`config.mk`:
```
export PLATFORM = sky130hd
export DESIGN_NAME = multicycle_control
export DESIGN_NICKNAME = d
export VERILOG_FILES = /design/src/rtl/multicycle_control_pkg.sv /design/src/rtl/multicycle_control_mem_wait_timer.sv /design/src/rtl/multicycle_control.sv
export SDC_FILE = /design/constraint.sdc
export NUM_CORES = 1
export LEC_CHECK = 0
export ABC_AREA = 1
export CAP_MARGIN = 20
export CORE_UTILIZATION = 40
export DETAILED_ROUTE_END_ITERATION = 7
export GPL_ROUTABILITY_DRIVEN = 0
export SLEW_MARGIN = 5
export SYNTH_ARGS = -nofsm -noshare
export SYNTH_HDL_FRONTEND = slang
export SYNTH_SLANG_ARGS = --single-unit
```
`constraint.sdc`:
```
create_clock -name clk -period 1.7 [get_ports clk]
set_clock_uncertainty 0.1 [all_clocks]
set_input_delay 0.255 -clock clk [delete_from_list [all_inputs] [get_ports clk]]
set_output_delay 0.255 -clock clk [all_outputs]
set_load 0.01 [all_outputs]
```
`src/rtl/multicycle_control_pkg.sv`:
```
// ============================================================================
// Module      : multicycle_control_pkg
// Description : Shared types and encodings for the multi-cycle control unit.
// Revision    : 1.0 - initial release
// ============================================================================
`default_nettype none

package multicycle_control_pkg;

  typedef enum logic [2:0] {
    ST_IDLE   = 3'd0,
    ST_FETCH  = 3'd1,
    ST_DECODE = 3'd2,
    ST_EXEC   = 3'd3,
    ST_MEM    = 3'd4,
    ST_WB     = 3'd5,
    ST_HALTED = 3'd6
  } state_t;

  localparam logic [3:0] OP_RTYPE = 4'd0;
  localparam logic [3:0] OP_LW    = 4'd1;
  localparam logic [3:0] OP_SW    = 4'd2;
  localparam logic [3:0] OP_BEQ   = 4'd3;
  localparam logic [3:0] OP_ADDI  = 4'd4;
  localparam logic [3:0] OP_HALT  = 4'd15;

  localparam logic [1:0] ALU_ADD   = 2'b00;
  localparam logic [1:0] ALU_SUB   = 2'b01;
  localparam logic [1:0] ALU_FUNCT = 2'b10;

  localparam logic [1:0] SRCB_REG = 2'b00;
  localparam logic [1:0] SRCB_ONE = 2'b01;
  localparam logic [1:0] SRCB_IMM = 2'b10;

  typedef struct packed {
    logic [1:0] alu_op;
    logic [1:0] alu_src_b;
    logic       reg_write;
    logic       branch;
    logic       mem_write;
    logic       mem_read;
    logic       reg_dst;
    logic       mem_to_reg;
    logic       ir_write;
    logic       pc_write;
    logic       halt;
    logic       illegal;
  } ctrl_t;

  function automatic logic op_lo_legal(input logic [3:0] op);
    return (op == OP_RTYPE) || (op == OP_LW) || (op == OP_SW) ||
           (op == OP_BEQ) || (op == OP_ADDI) || (op == OP_HALT);
  endfunction

endpackage

`default_nettype wire

```
`src/rtl/multicycle_control_mem_wait_timer.sv`:
```
// ============================================================================
// Module      : multicycle_control_mem_wait_timer
// Description : Counts MEM cycles spent waiting for ready; flags timeout.
// Revision    : 1.0 - initial release
// ============================================================================
`default_nettype none

module multicycle_control_mem_wait_timer #(
  parameter int unsigned LIMIT = 15
) (
  input  logic clk,
  input  logic reset_n,
  input  logic clear,
  input  logic enable,
  output logic expired
);

  generate
    if (LIMIT == 0) begin : g_disabled
      assign expired = 1'b0;
    end else begin : g_enabled
      localparam int W = (LIMIT < 2) ? 1 : $clog2(LIMIT);
      localparam logic [W-1:0] c_last = W'(LIMIT - 1);

      logic [W-1:0] r_cnt;

      // Expiry fires on the edge that would make the count reach LIMIT.
      assign expired = enable && (r_cnt == c_last);

      always_ff @(posedge clk or negedge reset_n) begin
        if (!reset_n) begin
          r_cnt <= '0;
        end else if (clear) begin
          r_cnt <= '0;
        end else if (enable && (r_cnt != c_last)) begin
          r_cnt <= r_cnt + W'(1);
        end
      end
    end
  endgenerate

endmodule

`default_nettype wire

```
`src/rtl/multicycle_control.sv`:
```
// ============================================================================
// Module      : multicycle_control
// Description : Multi-cycle instruction sequencer driving datapath controls.
// Revision    : 1.0 - initial release
// ============================================================================
`default_nettype none

module multicycle_control
  import multicycle_control_pkg::*;
#(
  parameter int unsigned OPCODE_W    = 4,
  parameter int unsigned MEM_TIMEOUT = 15,
  parameter int unsigned CNT_W       = 16
) (
  input  logic                clk,
  input  logic                reset_n,
  input  logic                start,
  input  logic [OPCODE_W-1:0] opcode,
  input  logic                mem_ready,
  output logic [1:0]          alu_op,
  output logic [1:0]          alu_src_b,
  output logic                reg_write,
  output logic                branch,
  output logic                mem_write,
  output logic                mem_read,
  output logic                reg_dst,
  output logic                mem_to_reg,
  output logic                ir_write,
  output logic                pc_write,
  output logic                halt,
  output logic                illegal,
  output logic                error,
  output logic [CNT_W-1:0]    instr_count
);

  state_t              r_state;
  state_t              w_state_nxt;
  logic [OPCODE_W-1:0] r_op_q;
  logic [OPCODE_W-1:0] w_op_nxt;
  ctrl_t               r_ctrl;
  logic                r_error;
  logic [CNT_W-1:0]    r_count;
  logic                w_done;
  logic                w_timeout;
  logic                w_expired;

  function automatic logic op_legal(input logic [OPCODE_W-1:0] op);
    return ((op >> 4) == '0) && op_lo_legal(op[3:0]);
  endfunction

  // Control word for a given state and latched opcode.
  function automatic ctrl_t decode(input state_t s, input logic [OPCODE_W-1:0] op);
    ctrl_t c;
    c = '0;
    case (s)
      ST_FETCH: begin
        c.ir_write  = 1'b1;
        c.pc_write  = 1'b1;
        c.alu_op    = ALU_ADD;
        c.alu_src_b = SRCB_ONE;
        c.illegal   = !op_legal(op);
      end
      ST_EXEC: begin
        case (op[3:0])
          OP_RTYPE: begin
            c.alu_op    = ALU_FUNCT;
            c.alu_src_b = SRCB_REG;
          end
          OP_LW, OP_SW, OP_ADDI: begin
            c.alu_op    = ALU_ADD;
            c.alu_src_b = SRCB_IMM;
          end
          OP_BEQ: begin
            c.alu_op    = ALU_SUB;
            c.alu_src_b = SRCB_REG;
            c.branch    = 1'b1;
          end
          default: c = '0;
        endcase
      end
      ST_MEM: begin
        c.mem_read  = (op[3:0] == OP_LW);
        c.mem_write = (op[3:0] == OP_SW);
      end
      ST_WB: begin
        c.reg_write  = 1'b1;
        c.reg_dst    = (op[3:0] == OP_RTYPE);
        c.mem_to_reg = (op[3:0] == OP_LW);
      end
      ST_HALTED: c.halt = 1'b1;
      default:   c = '0;
    endcase
    return c;
  endfunction

  multicycle_control_mem_wait_timer #(
    .LIMIT (MEM_TIMEOUT)
  ) u_mem_wait_timer (
    .clk     (clk),
    .reset_n (reset_n),
    .clear   (r_state != ST_MEM),
    .enable  ((r_state == ST_MEM) && !mem_ready),
    .expired (w_expired)
  );

  always_comb begin
    w_state_nxt = r_state;
    w_op_nxt    = r_op_q;
    w_done      = 1'b0;
    w_timeout   = 1'b0;
    case (r_state)
      ST_IDLE: if (start) w_state_nxt = ST_FETCH;
      ST_FETCH: w_state_nxt = ST_DECODE;
      ST_DECODE: begin
        w_op_nxt = opcode;
        if (!op_legal(opcode)) begin
          w_state_nxt = ST_FETCH;
        end else if (opcode[3:0] == OP_HALT) begin
          w_state_nxt = ST_HALTED;
          w_done      = 1'b1;
        end else begin
          w_state_nxt = ST_EXEC;
        end
      end
      ST_EXEC: begin
        case (r_op_q[3:0])
          OP_RTYPE, OP_ADDI: w_state_nxt = ST_WB;
          OP_LW, OP_SW:      w_state_nxt = ST_MEM;
          OP_BEQ: begin
            w_state_nxt = ST_FETCH;
            w_done      = 1'b1;
          end
          default: w_state_nxt = ST_FETCH;
        endcase
      end
      ST_MEM: begin
        // A ready on the same edge as expiry completes the access.
        if (mem_ready) begin
          if (r_op_q[3:0] == OP_LW) begin
            w_state_nxt = ST_WB;
          end else begin
            w_state_nxt = ST_FETCH;
            w_done      = 1'b1;
          end
        end else if (w_expired) begin
          w_state_nxt = ST_HALTED;
          w_timeout   = 1'b1;
        end
      end
      ST_WB: begin
        w_state_nxt = ST_FETCH;
        w_done      = 1'b1;
      end
      ST_HALTED: if (start) w_state_nxt = ST_FETCH;
      default: w_state_nxt = ST_IDLE;
    endcase
  end

  always_ff @(posedge clk or negedge reset_n) begin
    if (!reset_n) begin
      r_state <= ST_IDLE;
      r_op_q  <= '0;
      r_ctrl  <= '0;
      r_error <= 1'b0;
      r_count <= '0;
    end else begin
      r_state <= w_state_nxt;
      r_op_q  <= w_op_nxt;
      r_ctrl  <= decode(w_state_nxt, w_op_nxt);
      if (w_timeout) r_error <= 1'b1;
      if (w_done)    r_count <= r_count + CNT_W'(1);
    end
  end

  assign alu_op      = r_ctrl.alu_op;
  assign alu_src_b   = r_ctrl.alu_src_b;
  assign reg_write   = r_ctrl.reg_write;
  assign branch      = r_ctrl.branch;
  assign mem_write   = r_ctrl.mem_write;
  assign mem_read    = r_ctrl.mem_read;
  assign reg_dst     = r_ctrl.reg_dst;
  assign mem_to_reg  = r_ctrl.mem_to_reg;
  assign ir_write    = r_ctrl.ir_write;
  assign pc_write    = r_ctrl.pc_write;
  assign halt        = r_ctrl.halt;
  assign illegal     = r_ctrl.illegal;
  assign error       = r_error;
  assign instr_count = r_count;

endmodule

`default_nettype wire

```
# ---- Word-level counts from Yosys, hierarchy flattened
# Cells that the tools add are included.
dict set report word_totals {
  reg_bits 42
  out_inout_bits 31
  word_cells 101
}
dict set report classes {
  n_addsub 2
  eq_ne 28
  mux 30
  n_reduce_logical 24
}
# operator n
set ops {}
lappend ops {{$eq 4x2->1 const B} 6}
lappend ops {{$eq 3x3->1 const B} 6}
lappend ops {{$mux 3} 6}
lappend ops {{$pmux 3 s6} 1}
lappend ops {{$add 16x1->16 const B} 1}
lappend ops {{$mux 1} 13}
lappend ops {{$eq 4x1->1 const B} 3}
lappend ops {{$eq 4x3->1 const B} 3}
lappend ops {{$eq 4x4->1 const B} 3}
lappend ops {{$logic_not 4->1} 3}
lappend ops {{$mux 4} 3}
lappend ops {{$pmux 4 s3} 1}
lappend ops {{$logic_or 1x1->1} 10}
lappend ops {{$eq 3x2->1 const B} 3}
lappend ops {{$pmux 4 s2} 1}
lappend ops {{$eq 3x1->1 const B} 2}
lappend ops {{$mux 2} 3}
lappend ops {{$pmux 3 s2} 1}
lappend ops {{$reduce_or 2->1} 3}
lappend ops {{$add 4x1->4 const B} 1}
lappend ops {{$ne 4x4->1 const B} 1}
lappend ops {{$pmux 1 s4} 1}
lappend ops {{$logic_and 1x1->1} 3}
lappend ops {{$logic_not 3->1} 1}
lappend ops {{4 further kinds} 5}

# ---- Longest topological paths before layout
dict set report depth {
  depth_word 10
  mapped_depth 10
  mapped_depth_nobuf 9
}

# ---- Cells and area by module
# A second synthesis with hierarchy kept.
dict set report hier_totals {
  hier_cells 302
  area_unflattened_um2 2279.7
}
# module n_inst cells_each area_each_um2 seq_area_each_um2
set by_module_without_submodules {}
lappend by_module_without_submodules {multicycle_control 1 269 2026.9 925.9}
lappend by_module_without_submodules {multicycle_control_mem_wait_timer 1 33 252.7 100.1}

# ---- Least setup slack after synthesis
# OpenSTA, ideal clock, no wires.
dict set report synth_timing {
  path_type {register to register}
  startpoint {register r_count[0] (netlist: instr_count[0])}
  endpoint {register r_count[12] (netlist: instr_count[12])}
  setup_time_ps 119
  arrival_time_ps 1304
  t_required_ps 1481
  setup_slack_ps 177
  stages_incl_launch_ff 8
  n_path_buf 0
  synth_period_minus_slack_ps 1523
  cell_sequence {dfrtp_1 -> ha_1 -> nand2_1 -> nor2_1 -> nand3_1 -> xor2_1 -> nand2_2 -> o21ai_2}
}
dict set report synth_between {
  elab_chain_cells 1
}
# element line_no
set synth_lines {}
lappend synth_lines {{start, declared} multicycle_control.sv:42} ;# logic [CNT_W-1:0] r_count;
lappend synth_lines {{start signal, assigned} multicycle_control.sv:171} ;# if (w_done) r_count <= r_count + CNT_W'(1);
lappend synth_lines {{$add 16x1->16} multicycle_control.sv:171}
# No other way between the ends.
# A chain may end at the register's enable or synchronous reset.

# ---- Final worst setup path
dict set report layout_timing {
  startpoint {register r_count[5] (netlist: instr_count[5])}
  endpoint {output instr_count[5]}
}
# element line_no
set layout_rtl {}
lappend layout_rtl {{end, declared} multicycle_control.sv:33} ;# output logic [CNT_W-1:0] instr_count
# No word-level cell between the ends.

==> results.yml <==
yosys:
  synth.avg_cell_area_sq_um: 7.90
  synth_top_family_by_area: "simple AND/OR/NAND/NOR gates"
  synth_xor_area_share_pct: 3.66
  synthAdderAreaFrac_pct: 1.57
  synth.area.top_cells: "dfrtp_1 (43%), nand2_1 (13%), nand3_1 (6.9%), inv_1 (6.0%), nor2_1 (5.0%)"
  synth-compound-area-share_pct: 6.54
  synth_top_cell_by_area: "dfrtp_1"
  ys_ff_latch: 41
  synthSimpleGateAreaFrac_pct: 36.1
  synth_nets: 314
  syn_inst: 303
  ys_seq_area_share_pct: 42.9
  yosys.area.top_type_share_pct: 42.9
  ys_warn_count: 0
  synthMuxAreaShare_pct: 0
  syn_area_sq_um: 2390
  synth.distinct_cells: 27
place:
  io_buffers: 38
  place_hpwl_um: 3730
  post-place-cells: 428
worst_setup_path:
  worstPathRequired_ns: 1.34
  cpPeakStageDelay_ns: 0.56
  cp_data_arrival_time_ns: 1.30
  cp-start-kind: "register"
  critPathSlowestCell: "clkdlybuf4s50_1"
  worstSetupPathType: "register to output port"
  ff2ff_setup_slack_ns: 0.10
  crit_fanout: 7
  cp-end-kind: "output port"
  timing.rr.end: "instr_count[6]"
  timing.rr.start: "r_state[1]"
  cp_top_family: "buffers and inverters"
  crit_buf_inv: 1
  reg2reg_depth: 8
  crit_chain: "clkdlybuf4s50_1"
global_routing:
  grt_pass1_vias: 1908
  use_met3_pct: 3.91
  antenna_found_initial: 0
  grtUsageMet2_pct: 28.2
  top_usage_layer: "met2"
  grt.total_usage_pct: 17.7
  grt.overflow.total: 0
  grt_pass1_wl_um: 8560
  use_met1_pct: 23.8
  grt_max_degree: 42
clocking:
  numCtsBuffers: 5
  path_clk_slew_ns: 0.09
  clock_latency_ns: 0.29
  htree_levels: 2
  cts_tree: "done"
  clock-sinks: 41
  clock_path_buffers: 2
  clockRootBuffer: "clkbuf_8"
route:
  antenna_left: 0
  post_drt_via_cell_ratio: 4.65
  wl_um: 5090
  drc: 0
  vias: 2050
  dr.pass1.iters: 4
  dr.first_iter.drc_count: 96
  routedWlPerCell_um: 11.5
finish:
  final_common_cell: "nand2_1"
  drive_gt1_share_pct: 21.7
  stdcell_count: 441
  syn_to_final_growth_pct: 32.8
  mostFrequentLayoutCells: "nand2_1 (79), inv_1 (38), clkdlybuf4s50_1 (37), nand3_1 (33), dfrtp_1 (33)"
  nets: 379
  largest_reg_flops: 16
  antenna_cells: 0
sta:
  layout_min_cycle_time_ns: 1.65
  drv_slew: 0
  period_share_pct: 97.2
  hold_viol: 0
  clock.fmax_ghz: 0.605
  maxSlewHeadroom_pct: 73.6
  worst_pin_slew_ns: 0.393
  setup_violations: 0
  setup_tns_ns: 0
pwr:
  pwr_density_cell_nw_per_um2: 1640
  p_leak_nw: 1.56
  irDropWorstVdd_v: 0.000828
floorplan:
  die_w_um: 79.3
  fp.dieArea_sq_um: 6290
  initial_utilization_pct: 42.4
  coreArea_sq_um: 5640
  dieHeight_um: 79.3
  row_count: 27
  ios: 39
status:
  status: "complete, no violations"
worst_hold_path:
  hold_path.class: "input port to asynchronous set/reset pin"
flow_run:
  cap_violations: 0
cell type report:
type | instances | area, sq um
tap | 72 | 90.1
timing repair buffer | 62 | 583
fill | 534 | 2460
sequential | 41 | 1040
clock inverter | 3 | 65.1
clock buffer | 5 | 68.8
inverter | 43 | 161
multi-input combinational | 215 | 1170
layer usage:
metal | share of wire [%] | vias to the layer above | wire [um]
met1 | 51 | 925 | 2580
met2 | 45 | 34 | 2290
met5 | 0 | - | 0
li1 | - | 1087 | -
met3 | 3.3 | 4 | 166
met4 | 1.2 | 0 | 61
worst max-delay path by stage:
stage | slack [ns] | depth (start not counted) | from | end
3_3_place_gp | -0.06 | 9 | opcode[2] | instr_count[15]
4_1_cts | 0.008 | 1 | instr_count[4] | instr_count[4]
2_1_floorplan | 0.18 | 7 | instr_count[0] | instr_count[12]
3_5_place_dp | -0.07 | 9 | opcode[2] | instr_count[13]
6_report | 0.05 | 1 | instr_count[5] | instr_count[5]
5_1_grt | -0.01 | 8 | u_mem_wait_timer.g_enabled.r_cnt[1] | illegal
power breakdown:
part | leakage (nW) | switching (W) | total (W) | internal, W
combinational | 0.964 | 0.00148 | 0.00266 | 0.00119
clock | 0.0681 | 0.000342 | 0.000925 | 0.000583
sequential | 0.527 | 0.000341 | 0.00162 | 0.00128
logic make-up (layout without fill, tap and decap cells):
family	after synthesis	in the layout
compound gates	20	20
buf+inv	48	113
xor+xnor	10	10
flops	41	41
fa+ha+maj	3	3
simple gates	181	182
synthesized netlist by cell type:
master	instances
o21ai_0	4
nand2_2	6
nor2_2	1
a21oi_4	1
dfrtp_1	41
xor2_1	10
nand3_2	1
a21oi_1	2
or2_2	1
nand2_4	1
o21ai_1	1
buf_4	1
o21ai_2	12
inv_2	5
nor3_4	1
buf_6	2
nand2_8	1
nor3_1	10
inv_1	38
nand3_1	33
nor2_4	6
nand4_1	6
nor2_1	32
nand2_1	80
ha_1	3
buf_8	2
nand3b_1	2
what timing repair did:
| item | 4_1_cts | 5_1_grt |
|---|---|---|
| resized for setup | 2 | 10 |
| pin swaps | 0 | 5 |
| setup buffers | 0 | 3 |
| hold buffers | 1 | 0 |
| gates cloned | 0 | 1 |
| hold endpoints to repair | 41 | 0 |
| setup endpoints to repair | 2 | 31 |
per-stage QoR:
| step | setup slack [ns] | hold WS [ns] | cell area, sq um | utilization, % | power [W] |
|---|---|---|---|---|---|
| 3_5_place_dp | -0.0680 | 0.149 | 2960 | 52.5 | 0.00418 |
| 4_1_cts | 0.00787 | 0.367 | 3110 | 55.1 | 0.00513 |
| 3_3_place_gp | -0.0625 | 0.145 | 2960 | 52.5 | 0.00415 |
| 2_1_floorplan | 0.177 | -0.141 | 2390 | - | 0.00329 |
| 5_1_grt | -0.0146 | 0.401 | 3180 | 56.3 | 0.00567 |
| 6_report | 0.0483 | 0.354 | 3180 | 56.3 | 0.00521 |
(Power assumes the default switching activity.)
